## src/rtl/imu_frame_parser.sv

```systemverilog
// Byte-stream parser for 11-byte IMU frames (header 0x55, types 0x51..0x53) with
// checksum verification, resync timeout, gyro moving average and motion/still flags.
module imu_frame_parser #(
  parameter int          AVG_LOG2    = 3,
  parameter int          AVG_CH      = 2,
  parameter logic [15:0] THR_MOTION  = 16'h6000,
  parameter logic [15:0] THR_STILL   = 16'h0600,
  parameter int          TIMEOUT_CYC = 25000
) (
  input  logic        clk,
  input  logic        rst_n,
  input  logic [7:0]  rx_byte,
  input  logic        rx_valid,
  output logic [15:0] acc_x,
  output logic [15:0] acc_y,
  output logic [15:0] acc_z,
  output logic [15:0] gyr_x,
  output logic [15:0] gyr_y,
  output logic [15:0] gyr_z,
  output logic [15:0] ang_x,
  output logic [15:0] ang_y,
  output logic [15:0] ang_z,
  output logic [15:0] temp,
  output logic        acc_vld,
  output logic        gyr_vld,
  output logic        ang_vld,
  output logic        chk_err,
  output logic        sync_lost,
  output logic [7:0]  err_cnt,
  output logic [15:0] gyr_avg,
  output logic        motion_flag,
  output logic        still_flag
);

  localparam int DEPTH = 1 << AVG_LOG2;
  localparam int SW    = 16 + AVG_LOG2;
  localparam int IW    = $clog2(TIMEOUT_CYC + 1);
  localparam logic [IW-1:0] IDLE_LAST = IW'(TIMEOUT_CYC - 1);

  typedef enum logic [1:0] {S_HUNT, S_TYPE, S_PAYLOAD, S_CHECK} state_t;

  state_t                state, state_next;
  logic [7:0]            sum;
  logic [1:0]            ftype;
  logic [2:0]            byte_cnt;
  logic [7:0]            shadow [8];
  logic [IW-1:0]         idle_cnt;
  logic                  is_type, timeout_hit, frame_good, frame_bad;

  logic signed [15:0]    ring [DEPTH];
  logic [AVG_LOG2-1:0]   wr_ptr;
  logic signed [SW-1:0]  avg_sum, new_sum;
  logic [15:0]           sample, new_avg;

  // |v| with the single unrepresentable value -32768 clamped to 32767
  function automatic logic [15:0] abs_sat(input logic [15:0] v);
    if (v == 16'h8000) return 16'h7FFF;
    else if (v[15])    return -v;
    else               return v;
  endfunction

  assign is_type = (rx_byte == 8'h51) || (rx_byte == 8'h52) || (rx_byte == 8'h53);

  always_ff @(posedge clk or negedge rst_n) begin
    if (!rst_n) state <= S_HUNT;
    else        state <= state_next;
  end

  always_comb begin
    state_next  = state;
    timeout_hit = 1'b0;
    frame_good  = 1'b0;
    frame_bad   = 1'b0;
    if (state != S_HUNT && !rx_valid && idle_cnt == IDLE_LAST) begin
      timeout_hit = 1'b1;
      state_next  = S_HUNT;
    end else if (rx_valid) begin
      case (state)
        S_HUNT:    if (rx_byte == 8'h55) state_next = S_TYPE;
        S_TYPE:    if (is_type) state_next = S_PAYLOAD;
                   else if (rx_byte != 8'h55) state_next = S_HUNT;
        S_PAYLOAD: if (byte_cnt == 3'd7) state_next = S_CHECK;
        default: begin
          state_next = S_HUNT;
          frame_good = (rx_byte == sum);
          frame_bad  = (rx_byte != sum);
        end
      endcase
    end
  end

  always_ff @(posedge clk or negedge rst_n) begin
    if (!rst_n) begin
      sum <= '0; ftype <= '0; byte_cnt <= '0; idle_cnt <= '0;
      for (int i = 0; i < 8; i++) shadow[i] <= '0;
      acc_x <= '0; acc_y <= '0; acc_z <= '0;
      gyr_x <= '0; gyr_y <= '0; gyr_z <= '0;
      ang_x <= '0; ang_y <= '0; ang_z <= '0;
      temp <= '0; err_cnt <= '0;
      acc_vld <= 1'b0; gyr_vld <= 1'b0; ang_vld <= 1'b0;
      chk_err <= 1'b0; sync_lost <= 1'b0;
    end else begin
      acc_vld   <= 1'b0;
      gyr_vld   <= 1'b0;
      ang_vld   <= 1'b0;
      chk_err   <= frame_bad;
      sync_lost <= timeout_hit;
      if (state == S_HUNT || rx_valid || timeout_hit) idle_cnt <= '0;
      else                                            idle_cnt <= idle_cnt + 1'b1;
      if ((frame_bad || timeout_hit) && err_cnt != 8'hFF) err_cnt <= err_cnt + 8'd1;
      if (rx_valid) begin
        case (state)
          S_HUNT: if (rx_byte == 8'h55) sum <= 8'h55;
          S_TYPE: begin
            if (rx_byte == 8'h55) sum <= 8'h55;
            else if (is_type) begin
              ftype    <= rx_byte[1:0];
              sum      <= sum + rx_byte;
              byte_cnt <= '0;
            end
          end
          S_PAYLOAD: begin
            shadow[byte_cnt] <= rx_byte;
            sum              <= sum + rx_byte;
            byte_cnt         <= byte_cnt + 1'b1;
          end
          default: ;
        endcase
      end
      // Checksum matched: publish the shadow buffer to the frame type's outputs
      if (frame_good) begin
        temp <= {shadow[7], shadow[6]};
        case (ftype)
          2'd1: begin
            acc_x <= {shadow[1], shadow[0]}; acc_y <= {shadow[3], shadow[2]};
            acc_z <= {shadow[5], shadow[4]}; acc_vld <= 1'b1;
          end
          2'd2: begin
            gyr_x <= {shadow[1], shadow[0]}; gyr_y <= {shadow[3], shadow[2]};
            gyr_z <= {shadow[5], shadow[4]}; gyr_vld <= 1'b1;
          end
          default: begin
            ang_x <= {shadow[1], shadow[0]}; ang_y <= {shadow[3], shadow[2]};
            ang_z <= {shadow[5], shadow[4]}; ang_vld <= 1'b1;
          end
        endcase
      end
    end
  end

  always_comb begin
    case (AVG_CH)
      0:       sample = gyr_x;
      1:       sample = gyr_y;
      default: sample = gyr_z;
    endcase
  end

  // Running sum replaces the oldest entry; dropping the low bits is a floor division
  assign new_sum = avg_sum + {{AVG_LOG2{sample[15]}}, sample}
                           - {{AVG_LOG2{ring[wr_ptr][15]}}, ring[wr_ptr]};
  assign new_avg = new_sum[AVG_LOG2 +: 16];

  always_ff @(posedge clk or negedge rst_n) begin
    if (!rst_n) begin
      for (int i = 0; i < DEPTH; i++) ring[i] <= '0;
      wr_ptr      <= '0;
      avg_sum     <= '0;
      gyr_avg     <= '0;
      motion_flag <= 1'b0;
      still_flag  <= 1'b0;
    end else if (gyr_vld) begin
      ring[wr_ptr] <= sample;
      wr_ptr       <= wr_ptr + 1'b1;
      avg_sum      <= new_sum;
      gyr_avg      <= new_avg;
      motion_flag  <= (abs_sat(new_avg) >= THR_MOTION);
      still_flag   <= (abs_sat(sample) <= THR_STILL);
    end
  end

endmodule

```

## config.mk

```make
export PLATFORM = sky130hd
export DESIGN_NAME = imu_frame_parser
export DESIGN_NICKNAME = d
export VERILOG_FILES = /design/src/rtl/imu_frame_parser.sv
export SDC_FILE = /design/constraint.sdc
export NUM_CORES = 1
export LEC_CHECK = 0
export ABC_AREA = 1
export CAP_MARGIN = 20
export CORE_MARGIN = 2
export CORE_UTILIZATION = 40
export CTS_BUF_LIST = sky130_fd_sc_hd__clkbuf_2 sky130_fd_sc_hd__clkbuf_4 sky130_fd_sc_hd__clkbuf_8
export CTS_CLUSTER_DIAMETER = 150
export CTS_CLUSTER_SIZE = 40
export DETAILED_ROUTE_END_ITERATION = 7
export PLACE_DENSITY = 0.59
export SYNTH_ARGS = -nofsm -noshare
export SYNTH_HDL_FRONTEND = slang
export SYNTH_SLANG_ARGS = --single-unit
```

## constraint.sdc

```tcl
create_clock -name clk -period 3.51 [get_ports clk]
set_input_delay 0.5265 -clock clk [delete_from_list [all_inputs] [get_ports clk]]
set_output_delay 0.5265 -clock clk [all_outputs]
set_load 0.03 [all_outputs]
```

==> impl_metrics.prom, run 1 <==
# TYPE chip_impl_metric gauge
chip_impl_metric{name="skew",unit="ps"} 53.1
chip_impl_metric{name="dr.first_iter.drc_count",unit=""} 1179
chip_impl_metric{name="die_h",unit="um"} 223
chip_impl_metric{name="clk_path_buf_depth",unit=""} 3
chip_impl_info{name="postSynth.topFlopCell",value="sky130_fd_sc_hd__dfrtp_1"} 1
chip_impl_metric{name="drc_errors",unit=""} 0
chip_impl_metric{name="clk_pin_slew",unit="ps"} 250
chip_impl_metric{name="detailedPlacementHpwl",unit="mm"} 40.3
chip_impl_metric{name="share_of_the_synthesized_area_in_the_top_cell_type",unit="%"} 54.7
chip_impl_metric{name="antenna_found_initial",unit=""} 0
chip_impl_metric{name="ys_warnings",unit=""} 0
chip_impl_metric{name="fin_total_pwr",unit="mW"} 7.69
chip_impl_metric{name="fp.coreArea",unit="um2"} 47500
chip_impl_info{name="yosysMostFrequentCell",value="sky130_fd_sc_hd__nand2_1"} 1
chip_impl_info{name="failed_checks",value="negative setup slack"} 1
chip_impl_metric{name="ys_seq_elements",unit=""} 419
chip_impl_info{name="yosys-top-cells-area",value="sky130_fd_sc_hd__dfrtp_1 55%, sky130_fd_sc_hd__nand2_1 11%, sky130_fd_sc_hd__o21ai_0 11%"} 1
chip_impl_metric{name="final.min_clock_period",unit="ps"} 3660
chip_impl_metric{name="final-hold-violation-count",unit=""} 0
chip_impl_metric{name="global_route.usage.total",unit="%"} 22.5
chip_impl_metric{name="syn_area",unit="um2"} 19200
chip_impl_info{name="setup.worst_path.end_class",value="register"} 1
chip_impl_metric{name="grt_max_degree",unit=""} 71
chip_impl_metric{name="irDropWorstVdd",unit="mV"} 0.276
chip_impl_metric{name="grt_pass1_wl",unit="mm"} 88.8
chip_impl_metric{name="die_area",unit="um2"} 49700
chip_impl_metric{name="gp_routability_congestion",unit=""} 0.927
chip_impl_metric{name="grt_overflow_total",unit=""} 0
chip_impl_info{name="clock_tree.root_cell",value="sky130_fd_sc_hd__clkbuf_8"} 1
chip_impl_metric{name="boundaryPins",unit=""} 202
chip_impl_metric{name="postSynthNetCount",unit=""} 2252
chip_impl_metric{name="area_growth",unit="%"} 23.9
chip_impl_metric{name="finalInstanceArea",unit="um2"} 23700
chip_impl_metric{name="synth_enable_flop_cells",unit=""} 0
chip_impl_metric{name="instances_no_fill",unit=""} 3058
chip_impl_metric{name="average_wire_length_per_cell_after_detail_routing",unit="um"} 18.4
chip_impl_metric{name="worstPathRequired",unit="ps"} 4120
chip_impl_metric{name="worst_pin_slew",unit="ps"} 658
chip_impl_metric{name="clock_insertion_delay_worst_skew",unit="ps"} 670
chip_impl_info{name="setup_repair_after_global_routing_missed_its_margin",value="yes"} 1
chip_impl_info{name="synth_largest_area_cell",value="sky130_fd_sc_hd__dfrtp_1"} 1
chip_impl_metric{name="fillCellCount",unit=""} 4512
chip_impl_info{name="crit-reg2reg-capture",value="motion_flag$_DFFE_PN0P_"} 1
chip_impl_info{name="setup.worst_path.class",value="reg -> reg"} 1
chip_impl_metric{name="quantity_of_i_o_buffers_inserted_on_ports",unit=""} 201
chip_impl_metric{name="layout_cell_share_with_drive_strength_beyond_1",unit="%"} 13.6
chip_impl_metric{name="tritoncts.num_buffers",unit=""} 14
chip_impl_metric{name="synth_async_reset_ratio",unit="%"} 100
chip_impl_metric{name="drt_pass1_iterations",unit=""} 5
chip_impl_metric{name="cts-htree-levels",unit=""} 1
chip_impl_info{name="status",value="finished with violations"} 1
chip_impl_metric{name="count_of_cells_along_the_worst_register_to_register_path",unit=""} 23
chip_impl_metric{name="clock_sink_count",unit=""} 419
chip_impl_metric{name="post-place-cells",unit=""} 3017
chip_impl_metric{name="fmaxAchievable",unit="MHz"} 273
chip_impl_metric{name="antenna_nets_post_route",unit=""} 0
chip_impl_metric{name="routed_via_density",unit=""} 5.10
chip_impl_metric{name="n_antenna_cell",unit=""} 0
chip_impl_metric{name="portion_of_the_clock_cycle_consumed_by_the_worst_path_in_the_final_layout",unit="%"} 104
chip_impl_metric{name="synth_sequential_area_ratio",unit="%"} 54.7
chip_impl_info{name="crit_path_start_kind",value="register"} 1
chip_impl_metric{name="drv_cap",unit=""} 0
chip_impl_metric{name="cp.arrival",unit="ps"} 4270
chip_impl_metric{name="grt_pass1_vias",unit=""} 15245
chip_impl_metric{name="syn_avg_cell_area",unit="um2"} 8.79
chip_impl_info{name="synthTopCellsByCount",value="579 x sky130_fd_sc_hd__nand2_1, 419 x sky130_fd_sc_hd__dfrtp_1, 411 x sky130_fd_sc_hd__o21ai_0"} 1
chip_impl_metric{name="cellLeakagePower",unit="nW"} 10.9
chip_impl_metric{name="report.final.setup_viol",unit=""} 2
chip_impl_metric{name="via_count",unit=""} 15603
chip_impl_metric{name="pwrdens",unit="nW/um2"} 324
chip_impl_metric{name="rows",unit=""} 80
chip_impl_metric{name="final_ws_setup",unit="ps"} -154
chip_impl_info{name="tritoncts",value="built"} 1
chip_impl_metric{name="synth_cells",unit=""} 2181
chip_impl_metric{name="rrSetupSlack",unit="ps"} -150
chip_impl_metric{name="relSlewSlack",unit="%"} 56.0
chip_impl_metric{name="final_slew_violations",unit=""} 0
chip_impl_metric{name="detailed_place.area",unit="um2"} 22600
chip_impl_metric{name="worstPathMaxFanout",unit=""} 10
chip_impl_metric{name="design.final.nets",unit=""} 2512
chip_impl_metric{name="yosys.cell_types.count",unit=""} 49
chip_impl_metric{name="die_w",unit="um"} 223
chip_impl_info{name="r2r-start",value="wr_ptr[0]$_DFFE_PN0P_"} 1
chip_impl_metric{name="initial_utilization",unit="%"} 40.3
chip_impl_metric{name="wirelength",unit="mm"} 56.3
chip_impl_info{name="min_path_type",value="in -> async"} 1
==> final cells by class <==
cell class	instances	area (um2)	share of cell area [%]
Sequential cell	419	10500	44.2
Timing Repair Buffer	354	3540	14.9
Multi-Input combinational cell	1432	7880	33.2
Clock buffer	15	200	0.843
Inverter	220	830	3.49
Clock inverter	3	36.3	0.153
Tap cell	615	769	3.24
==> worst max-delay path, stage by stage (launching register included) <==
cell	delay [ps]
sky130_fd_sc_hd__dfrtp_2	540
sky130_fd_sc_hd__buf_12	180
sky130_fd_sc_hd__clkbuf_16	160
sky130_fd_sc_hd__o211ai_1	250
sky130_fd_sc_hd__o2111ai_2	260
sky130_fd_sc_hd__fa_1	570
sky130_fd_sc_hd__inv_2	50
sky130_fd_sc_hd__ha_4	290
sky130_fd_sc_hd__nand2_2	60
sky130_fd_sc_hd__inv_2	90
sky130_fd_sc_hd__nand2_4	60
sky130_fd_sc_hd__nor3_2	170
sky130_fd_sc_hd__nand2_2	90
sky130_fd_sc_hd__nand2_1	70
sky130_fd_sc_hd__nand2_1	70
sky130_fd_sc_hd__nand2_2	120
sky130_fd_sc_hd__nand3_2	90
sky130_fd_sc_hd__nor2_4	130
sky130_fd_sc_hd__nand2_2	70
sky130_fd_sc_hd__nand3_1	60
sky130_fd_sc_hd__nand2_1	50
sky130_fd_sc_hd__nor2_1	90
sky130_fd_sc_hd__nand2_1	60
sky130_fd_sc_hd__nand2_1	50
==> worst max path at each step <==
| stage | end | slack [ps] | cells after the start | startpoint |
|---|---|---|---|---|
| floorplan | motion_flag$_DFFE_PN0P_ | 9 | 20 | wr_ptr[0]$_DFFE_PN0P_ |
| global placement | motion_flag$_DFFE_PN0P_ | -320 | 21 | wr_ptr[0]$_DFFE_PN0P_ |
| detailed placement | gyr_avg[15]$_DFFE_PN0P_ | -320 | 19 | wr_ptr[0]$_DFFE_PN0P_ |
| CTS | motion_flag$_DFFE_PN0P_ | -110 | 23 | wr_ptr[0]$_DFFE_PN0P_ |
| global route | motion_flag$_DFFE_PN0P_ | -360 | 23 | wr_ptr[0]$_DFFE_PN0P_ |
| finish | motion_flag$_DFFE_PN0P_ | -150 | 23 | wr_ptr[0]$_DFFE_PN0P_ |
==> registers in the layout (all words and copies together), names as in the netlist, 8 cells and up <==
register / flops
ring: 128
shadow: 64
acc_x: 16
acc_y: 16
acc_z: 16
ang_x: 16
ang_y: 16
ang_z: 16
gyr_avg: 16
gyr_x: 16
gyr_y: 16
gyr_z: 16
temp: 16
idle_cnt: 15
err_cnt: 8
sum: 8
==> stage by stage <==
stage / hold WS (ps) / util [%] / worst slack, ps / setup TNS, ps
6_report: 421 / 49.9 / -154 / -241
5_1_grt: 427 / 49.9 / -360 / -930
4_1_cts: 401 / 48.6 / -110 / -199
3_5_place_dp: 462 / 47.5 / -317 / -788
3_3_place_gp: 461 / 47.5 / -315 / -766
2_1_floorplan: 231 / - / 8.64 / 0
==> report_power, final <==
group | leakage, nW | total [mW] | internal (mW) | switching (mW)
sequential | 5.83 | 5.03 | 4.95 | 0.0847
clock | 0.123 | 1.89 | 0.405 | 1.48
combinational | 4.94 | 0.770 | 0.257 | 0.513
==> what timing repair did <==
action,CTS,global route
hold buffers,1,0
gates cloned,0,4
resized for setup,45,98
endpoints found under the hold margin,63,0
endpoints found under the setup margin,5,9
pin swaps,22,48
setup buffers,4,9
==> layout by cell type, fill, tap and decap left out, types with 8 or more instances in the layout <==
cell type                         synthesis  final
sky130_fd_sc_hd__nand2_4                  1      9
sky130_fd_sc_hd__o21ai_0                411    394
sky130_fd_sc_hd__nand2_1                579    546
sky130_fd_sc_hd__clkbuf_8                 0     14
sky130_fd_sc_hd__nand4_1                 11     11
sky130_fd_sc_hd__fa_1                    19     18
sky130_fd_sc_hd__buf_12                   0     14
sky130_fd_sc_hd__a21oi_1                 29     18
sky130_fd_sc_hd__nor2_2                   7     19
sky130_fd_sc_hd__nor2_1                 137    123
sky130_fd_sc_hd__clkinv_1                 9      8
sky130_fd_sc_hd__o211ai_1                17     17
sky130_fd_sc_hd__ha_1                    41     27
sky130_fd_sc_hd__o21ai_1                 13     27
sky130_fd_sc_hd__a21oi_2                  2     12
sky130_fd_sc_hd__xor2_1                  11     11
sky130_fd_sc_hd__ha_4                     0     14
sky130_fd_sc_hd__nor3_1                  11      9
sky130_fd_sc_hd__clkdlybuf4s50_1          0    200
sky130_fd_sc_hd__inv_2                    5     12
sky130_fd_sc_hd__inv_1                  205    198
sky130_fd_sc_hd__buf_4                   17    123
sky130_fd_sc_hd__dfrtp_1                419    417
sky130_fd_sc_hd__nand3_2                  4     10
sky130_fd_sc_hd__nand3_1                 34     28
sky130_fd_sc_hd__nand3b_1                11     11
sky130_fd_sc_hd__nand2_2                 17     42
sky130_fd_sc_hd__o21a_1                  14     14
sky130_fd_sc_hd__o2111ai_2                0     11
==> routing by layer <==
layer  global-route usage, %  part of all wire (%)
met3                    2.59                   4.3
met1                    31.8                    46
met2                    37.7                    48
met5                       0                     0
met4                    4.46                   2.1
==> logic make-up (layout without fill, tap and decap cells) <==
| logic type | count (synthesis) | count (layout) | synth area share [%] |
|---|---|---|---|
| AOI/OAI and AO/OA | 518 | 518 | 14.4 |
| buffers and inverters | 330 | 592 | 7.11 |
| xor gates and xnor gates | 20 | 20 | 0.992 |
| DFF | 419 | 419 | 54.7 |
| and+or+nand+nor | 833 | 833 | 18.0 |
| adders and majority gates | 60 | 60 | 4.66 |
| muxes | 1 | 1 | 0.0587 |
(Power assumes the default switching activity.)
==> inputs of run 2 (changes only) <==
Settings changed: CAP_MARGIN 20 to unset, CORE_MARGIN 2 to unset, PLACE_DENSITY 0.59 to 0.73.
==> impl_metrics.prom, run 2 (synthesized netlist as in run 1, its figures left out) <==
# TYPE chip_impl_metric gauge
chip_impl_metric{name="timing.critical_path.buf_inv",unit=""} 7
chip_impl_metric{name="die_h",unit="um"} 221
chip_impl_metric{name="design.final.nets",unit=""} 2515
chip_impl_metric{name="clock_insertion_delay_worst_skew",unit="ps"} 650
chip_impl_metric{name="clk_pin_slew",unit="ps"} 240
chip_impl_metric{name="via_count",unit=""} 15836
chip_impl_metric{name="cts-htree-levels",unit=""} 1
chip_impl_metric{name="die_w",unit="um"} 221
chip_impl_info{name="most-common-layout-cells",value="555 x sky130_fd_sc_hd__nand2_1, 417 x sky130_fd_sc_hd__dfrtp_1, 392 x sky130_fd_sc_hd__o21ai_0"} 1
chip_impl_metric{name="fmaxAchievable",unit="MHz"} 272
chip_impl_metric{name="layout_cell_share_with_drive_strength_beyond_1",unit="%"} 13.2
chip_impl_metric{name="fillCellCount",unit=""} 4254
chip_impl_metric{name="final_ws_setup",unit="ps"} -171
chip_impl_metric{name="final.min_clock_period",unit="ps"} 3680
chip_impl_info{name="worst_path_dominant_cell_family",value="buffers and inverters"} 1
chip_impl_metric{name="antenna_nets_post_route",unit=""} 0
chip_impl_metric{name="critPathMaxStageDelay",unit="ps"} 520
chip_impl_metric{name="gp_routability_congestion",unit=""} 0.944
chip_impl_info{name="clock_tree.root_cell",value="sky130_fd_sc_hd__clkbuf_8"} 1
chip_impl_metric{name="seqCellArea",unit="um2"} 10500
chip_impl_metric{name="drc_errors",unit=""} 0
chip_impl_metric{name="grt_overflow_total",unit=""} 0
chip_impl_info{name="grt-busiest-layer",value="met2"} 1
chip_impl_metric{name="cp.arrival",unit="ps"} 4210
chip_impl_metric{name="place_worst_setup_slack",unit="ps"} -267
chip_impl_metric{name="n_antenna_cell",unit=""} 0
chip_impl_metric{name="gr-usage-met1",unit="%"} 30.2
chip_impl_info{name="regMostFlops",value="ring"} 1
chip_impl_metric{name="antenna_found_initial",unit=""} 0
chip_impl_metric{name="quantity_of_i_o_buffers_inserted_on_ports",unit=""} 201
chip_impl_metric{name="boundaryPins",unit=""} 202
chip_impl_metric{name="detailed_place.area",unit="um2"} 22600
chip_impl_metric{name="average_wire_length_per_cell_after_detail_routing",unit="um"} 17.7
chip_impl_info{name="crit_path_start_kind",value="register"} 1
chip_impl_metric{name="final_slew_violations",unit=""} 0
chip_impl_metric{name="area_of_the_multi_input_gates",unit="um2"} 7890
chip_impl_metric{name="largest_register_ff_count",unit=""} 128
chip_impl_metric{name="worst_pin_slew",unit="ps"} 1200
chip_impl_metric{name="tritoncts.num_buffers",unit=""} 14
chip_impl_info{name="failed_checks",value="negative setup slack"} 1
chip_impl_metric{name="relSlewSlack",unit="%"} 19.6
chip_impl_info{name="status",value="finished with violations"} 1
chip_impl_metric{name="finalInstanceArea",unit="um2"} 23600
chip_impl_metric{name="area_growth",unit="%"} 23.1
chip_impl_metric{name="rows",unit=""} 79
chip_impl_metric{name="drv_cap",unit=""} 0
chip_impl_info{name="setup_repair_after_global_routing_missed_its_margin",value="yes"} 1
chip_impl_metric{name="clock_sink_count",unit=""} 419
chip_impl_metric{name="routed_via_density",unit=""} 5.19
chip_impl_metric{name="final-hold-violation-count",unit=""} 0
chip_impl_metric{name="worstPathRequired",unit="ps"} 4040
chip_impl_metric{name="fp.coreArea",unit="um2"} 47000
chip_impl_metric{name="grt_max_degree",unit=""} 98
chip_impl_metric{name="grtUsageMet2",unit="%"} 36.0
chip_impl_metric{name="wirelength",unit="mm"} 54.2
chip_impl_info{name="final_common_cell",value="sky130_fd_sc_hd__nand2_1"} 1
chip_impl_metric{name="worstPathMaxFanout",unit=""} 13
chip_impl_metric{name="pwrdens",unit="nW/um2"} 327
chip_impl_metric{name="irDropWorstVdd",unit="mV"} 0.300
chip_impl_metric{name="initial_utilization",unit="%"} 40.8
chip_impl_metric{name="die_area",unit="um2"} 48800
chip_impl_info{name="setup.worst_path.end_class",value="register"} 1
chip_impl_metric{name="drt_pass1_iterations",unit=""} 5
chip_impl_info{name="largest_registers",value="ring x128, shadow x64"} 1
chip_impl_info{name="min_path_type",value="in -> async"} 1
chip_impl_metric{name="grt_pass1_vias",unit=""} 15783
chip_impl_metric{name="global_route.usage.total",unit="%"} 22.1
chip_impl_metric{name="detailedPlacementHpwl",unit="mm"} 38.8
chip_impl_metric{name="dr.first_iter.drc_count",unit=""} 1351
chip_impl_metric{name="clk_path_buf_depth",unit=""} 3
chip_impl_metric{name="cellLeakagePower",unit="nW"} 10.9
chip_impl_metric{name="grt_pass1_wl",unit="mm"} 87.3
chip_impl_metric{name="grt_util_met3",unit="%"} 3.27
chip_impl_info{name="crit_path_top_delay_cell",value="sky130_fd_sc_hd__dfrtp_2"} 1
chip_impl_metric{name="portion_of_the_clock_cycle_consumed_by_the_worst_path_in_the_final_layout",unit="%"} 105
chip_impl_info{name="tritoncts",value="built"} 1
chip_impl_metric{name="skew",unit="ps"} 55.9
chip_impl_metric{name="report.final.setup_viol",unit=""} 2
chip_impl_info{name="setup.worst_path.class",value="reg -> reg"} 1
chip_impl_info{name="cp_cell_sequence",value="buf_4, buf_12, buf_4, o21a_1, o21ai_0, o2111ai_1, buf_4, fa_1, inv_1, ha_4, buf_6, nand3_2, nand3b_1, nand2_1, nand2_1, nand2_2, nor2_1, nand3_1, buf_4, nand2_1, a21boi_1, nand2_1"} 1
-- run 2: cell types whose count changed in the layout (fill, tap and decap cells not counted), moves of 5 or more --
cell and change:
sky130_fd_sc_hd__buf_12 -5, sky130_fd_sc_hd__buf_16 -5, sky130_fd_sc_hd__buf_4 +14, sky130_fd_sc_hd__nand2_1 +9, sky130_fd_sc_hd__nand2_2 -12, sky130_fd_sc_hd__nor2_2 -5, sky130_fd_sc_hd__o2111ai_2 -5
-- run 2: final timing paths --
path,startpoint,slack [ps],cells after the start,endpoint
min reg2reg,idle_cnt[0]$_DFF_PN0_,480,1,idle_cnt[0]$_DFF_PN0_
max,wr_ptr[0]$_DFFE_PN0P_,-170,22,motion_flag$_DFFE_PN0P_
max in group asynchronous,rst_n,2070,3,acc_x[9]$_DFFE_PN0P_
max reg2reg,wr_ptr[0]$_DFFE_PN0P_,-170,22,motion_flag$_DFFE_PN0P_
min in group clk,idle_cnt[0]$_DFF_PN0_,480,1,idle_cnt[0]$_DFF_PN0_
min,rst_n,480,2,ring[104]$_DFFE_PN0P_
-- run 2: layout make-up --
class                           instances  share of cell area (%)
Timing Repair Buffer                  357                    14.2
Tap cell                              607                    3.22
Clock inverter                          3                   0.233
Multi-Input combinational cell       1432                    33.4
Sequential cell                       419                    44.5
Clock buffer                           16                   0.907
Inverter                              220                    3.54
-- run 2: metal layers --
layer / wire length, um / vias to the layer above
met5: 0 / -
met2: 25400 / 507
met4: 1950 / 0
met1: 23400 / 7744
met3: 3500 / 85
li1: - / 7500
-- run 2: repair_timing --
item | in CTS | in global routing
endpoints found under the setup margin | 5 | 7
hold buffers | 1 | 0
pin swaps | 15 | 57
gates cloned | 1 | 1
hold endpoints to repair | 84 | 0
gates resized for setup | 55 | 96
setup buffers | 7 | 11
-- run 2: through the flow --
step	instances	TNS, ps	utilization (%)	power (mW)	hold WS [ps]
2_1_floorplan	2181	0	-	5.58	231
3_3_place_gp	3017	-187	48.1	5.85	443
3_5_place_dp	3017	-549	48.1	5.88	460
4_1_cts	3045	-69.8	49.4	7.78	484
5_1_grt	3054	-700	50.2	8.04	507
6_report	3054	-199	50.2	7.71	483
-- run 2: report_power, final --
group          leakage (nW)  internal (mW)  switching (mW)
registers              5.83           4.95          0.0866
logic                  4.88          0.252           0.506
clock network         0.138          0.498            1.42
==> inputs of run 3 (changes only) <==
Settings changed: CORE_MARGIN set to 5, CTS_BUF_LIST sky130_fd_sc_hd__clkbuf_2 sky130_fd_sc_hd__clkbuf_4 sky130_fd_sc_hd__clkbuf_8 to sky130_fd_sc_hd__clkbuf_8.
==> impl_metrics.prom, run 3 (synthesized netlist as in run 1, its figures left out) <==
# TYPE chip_impl_metric gauge
chip_impl_metric{name="grt_overflow_total",unit=""} 0
chip_impl_metric{name="routed_via_density",unit=""} 5.18
chip_impl_info{name="tritoncts",value="built"} 1
chip_impl_metric{name="antenna_found_initial",unit=""} 1
chip_impl_info{name="regMostFlops",value="ring"} 1
chip_impl_info{name="crit_path_top_delay_cell",value="sky130_fd_sc_hd__dfrtp_2"} 1
chip_impl_metric{name="area_growth",unit="%"} 22.2
chip_impl_info{name="worst_path_dominant_cell_family",value="simple AND/OR/NAND/NOR gates"} 1
chip_impl_metric{name="detailedPlacementHpwl",unit="mm"} 39.4
chip_impl_metric{name="clk_path_buf_depth",unit=""} 3
chip_impl_metric{name="clk_pin_slew",unit="ps"} 240
chip_impl_info{name="clock_tree.root_cell",value="sky130_fd_sc_hd__clkbuf_8"} 1
chip_impl_metric{name="worstPathRequired",unit="ps"} 4040
chip_impl_metric{name="worst-path-stages",unit=""} 24
chip_impl_info{name="failed_checks",value="negative setup slack"} 1
chip_impl_info{name="setup_repair_after_global_routing_missed_its_margin",value="yes"} 1
chip_impl_metric{name="final-hold-violation-count",unit=""} 0
chip_impl_metric{name="die_h",unit="um"} 229
chip_impl_metric{name="clock_sink_count",unit=""} 419
chip_impl_metric{name="largest_register_ff_count",unit=""} 128
chip_impl_metric{name="wirelength",unit="mm"} 55.2
chip_impl_metric{name="final.min_clock_period",unit="ps"} 3610
chip_impl_metric{name="design.final.nets",unit=""} 2506
chip_impl_info{name="min_from",value="idle_cnt[0]$_DFF_PN0_"} 1
chip_impl_metric{name="drc_errors",unit=""} 0
chip_impl_info{name="r2r-start",value="wr_ptr[0]$_DFFE_PN0P_"} 1
chip_impl_info{name="worst_path_most_repeated_cell",value="sky130_fd_sc_hd__nand2_1"} 1
chip_impl_metric{name="antenna_nets_post_route",unit=""} 0
chip_impl_metric{name="final_ws_setup",unit="ps"} -100
chip_impl_metric{name="grt_pass1_vias",unit=""} 15750
chip_impl_metric{name="skew",unit="ps"} 55.9
chip_impl_metric{name="grt_pass1_wl",unit="mm"} 87.2
chip_impl_metric{name="portion_of_the_clock_cycle_consumed_by_the_worst_path_in_the_final_layout",unit="%"} 103
chip_impl_metric{name="quantity_of_i_o_buffers_inserted_on_ports",unit=""} 201
chip_impl_metric{name="initial_utilization",unit="%"} 40.3
chip_impl_metric{name="grt_max_degree",unit=""} 100
chip_impl_info{name="setup.worst_path.class",value="reg -> reg"} 1
chip_impl_info{name="largest_registers",value="ring x128, shadow x64"} 1
chip_impl_metric{name="n_antenna_cell",unit=""} 0
chip_impl_metric{name="drv_cap",unit=""} 0
chip_impl_info{name="cp-startpoint",value="wr_ptr[0]$_DFFE_PN0P_"} 1
chip_impl_metric{name="cellLeakagePower",unit="nW"} 10.8
chip_impl_metric{name="instances_no_fill",unit=""} 3053
chip_impl_metric{name="via_count",unit=""} 15826
chip_impl_info{name="min_path_type",value="reg -> reg"} 1
chip_impl_metric{name="fillCellCount",unit=""} 4352
chip_impl_metric{name="die_area",unit="um2"} 52400
chip_impl_metric{name="hold_depth",unit=""} 1
chip_impl_metric{name="global_route.usage.total",unit="%"} 20.3
chip_impl_metric{name="boundaryPins",unit=""} 202
chip_impl_metric{name="timing.critical_path.buf_inv",unit=""} 6
chip_impl_metric{name="pwrdens",unit="nW/um2"} 329
chip_impl_metric{name="cp.arrival",unit="ps"} 4140
chip_impl_metric{name="average_wire_length_per_cell_after_detail_routing",unit="um"} 18.1
chip_impl_metric{name="layout_cell_share_with_drive_strength_beyond_1",unit="%"} 12.6
chip_impl_metric{name="fp.coreArea",unit="um2"} 47500
chip_impl_metric{name="critPathMaxStageDelay",unit="ps"} 530
chip_impl_metric{name="drt_pass1_iterations",unit=""} 8
chip_impl_info{name="final_common_cell",value="sky130_fd_sc_hd__nand2_1"} 1
chip_impl_metric{name="final_slew_violations",unit=""} 0
chip_impl_info{name="crit_path_start_kind",value="register"} 1
chip_impl_metric{name="worstPathMaxFanout",unit=""} 10
chip_impl_metric{name="tritoncts.num_buffers",unit=""} 14
chip_impl_metric{name="fmaxAchievable",unit="MHz"} 277
chip_impl_info{name="setup.worst_path.end_class",value="register"} 1
chip_impl_info{name="status",value="finished with violations"} 1
chip_impl_metric{name="rows",unit=""} 80
chip_impl_metric{name="die_w",unit="um"} 229
chip_impl_metric{name="fin_total_pwr",unit="mW"} 7.71
chip_impl_metric{name="post-place-cells",unit=""} 3018
chip_impl_metric{name="clock_insertion_delay_worst_skew",unit="ps"} 640
chip_impl_metric{name="report.final.setup_viol",unit=""} 2
chip_impl_metric{name="gp_routability_congestion",unit=""} 0.881
chip_impl_metric{name="relSlewSlack",unit="%"} 40.4
chip_impl_metric{name="post-route-util",unit="%"} 49.3
chip_impl_metric{name="dr.first_iter.drc_count",unit=""} 1683
chip_impl_metric{name="irDropWorstVdd",unit="mV"} 0.345
chip_impl_info{name="cp_cell_sequence",value="buf_4, clkbuf_16, o21ai_1, o2111ai_1, fa_1, inv_2, buf_4, ha_1, nand2_1, nand2_2, buf_4, nand3_1, nand2_2, nand2_2, nand2_2, nand2_1, nor2_2, nand2_1, nor2_2, buf_4, nand3b_1, nand2_1, a21boi_1, nand2_1"} 1
chip_impl_metric{name="cts-htree-levels",unit=""} 1
chip_impl_metric{name="worst_pin_slew",unit="ps"} 894
chip_impl_info{name="most-common-layout-cells",value="553 x sky130_fd_sc_hd__nand2_1, 416 x sky130_fd_sc_hd__dfrtp_1, 397 x sky130_fd_sc_hd__o21ai_0"} 1
chip_impl_metric{name="count_of_cells_along_the_worst_register_to_register_path",unit=""} 24
==> run 3: changes by cell type in the layout (fill, tap and decap cells not counted), sizes merged <==
cell,delta
clkbuf,-2
inv,+3
clkinv,-1
buf,-9
==> run 3: final cells by class <==
class                           count  area [um2]  area share (%)
Multi-Input combinational cell   1432        7790            33.3
Inverter                          220         830            3.54
Sequential cell                   419       10500            44.8
Timing Repair Buffer              348        3280            14.0
Tap cell                          615         769            3.29
Clock buffer                       14         193           0.823
Clock inverter                      5        62.6           0.267
==> run 3: stage by stage <==
step | TNS (ps) | area [um2] | setup WS, ps | hold slack (ps)
floorplan | 0 | 19200 | 8.64 | 231
finish | -110 | 23400 | -100 | 479
detailed placement | -434 | 22600 | -238 | 454
global placement | -244 | 22600 | -180 | 446
CTS | -23.8 | 23200 | -23.8 | 481
global route | -590 | 23400 | -277 | 514
==> run 3: repair_timing <==
item	CTS	global route
gates cloned	1	1
endpoints found under the hold margin	33	0
setup buffers	9	5
gates resized for setup	54	68
endpoints found under the setup margin	5	7
hold buffers	1	0
pin swaps	10	27
==> run 3: power breakdown <==
group          leakage [nW]  internal [mW]  switching [mW]
combinational          4.81          0.254           0.512
sequential             5.83           4.95          0.0891
clock                 0.135          0.466            1.44
total                  10.8           5.67            2.04
==> run 3: final timing paths <==
check / to / slack (ps)
min in group asynchronous: ring[26]$_DFFE_PN0P_ / 520
worst max-delay path: motion_flag$_DFFE_PN0P_ / -100
worst max register to register: motion_flag$_DFFE_PN0P_ / -100
worst min-delay path: idle_cnt[0]$_DFF_PN0_ / 480
max in group asynchronous: shadow[5]$_DFFE_PN0P_ / 2090
worst min register to register: idle_cnt[0]$_DFF_PN0_ / 480
==> run 3: per-layer routing <==
| layer | up-vias | part of all wire, % | track usage (%) |
|---|---|---|---|
| met5 | - | 0.020 | 0 |
| met4 | 2 | 2.5 | 4.60 |
| met3 | 72 | 7.9 | 4.41 |
| met2 | 538 | 48 | 34.1 |
| met1 | 7715 | 42 | 27.2 |
| li1 | 7499 | - | - |
==> run 3: worst reg2reg max path: stages (launching register included) <==
cell	delay (ps)
sky130_fd_sc_hd__dfrtp_2	530
sky130_fd_sc_hd__buf_4	170
sky130_fd_sc_hd__clkbuf_16	170
sky130_fd_sc_hd__o21ai_1	130
sky130_fd_sc_hd__o2111ai_1	150
sky130_fd_sc_hd__fa_1	520
sky130_fd_sc_hd__inv_2	50
sky130_fd_sc_hd__buf_4	130
sky130_fd_sc_hd__ha_1	300
sky130_fd_sc_hd__nand2_1	90
sky130_fd_sc_hd__nand2_2	80
sky130_fd_sc_hd__buf_4	150
sky130_fd_sc_hd__nand3_1	110
sky130_fd_sc_hd__nand2_2	80
sky130_fd_sc_hd__nand2_2	90
sky130_fd_sc_hd__nand2_2	80
sky130_fd_sc_hd__nand2_1	90
sky130_fd_sc_hd__nor2_2	30
sky130_fd_sc_hd__nand2_1	80
sky130_fd_sc_hd__nor2_2	50
sky130_fd_sc_hd__buf_4	120
sky130_fd_sc_hd__nand3b_1	80
sky130_fd_sc_hd__nand2_1	60
sky130_fd_sc_hd__a21boi_1	130
sky130_fd_sc_hd__nand2_1	70
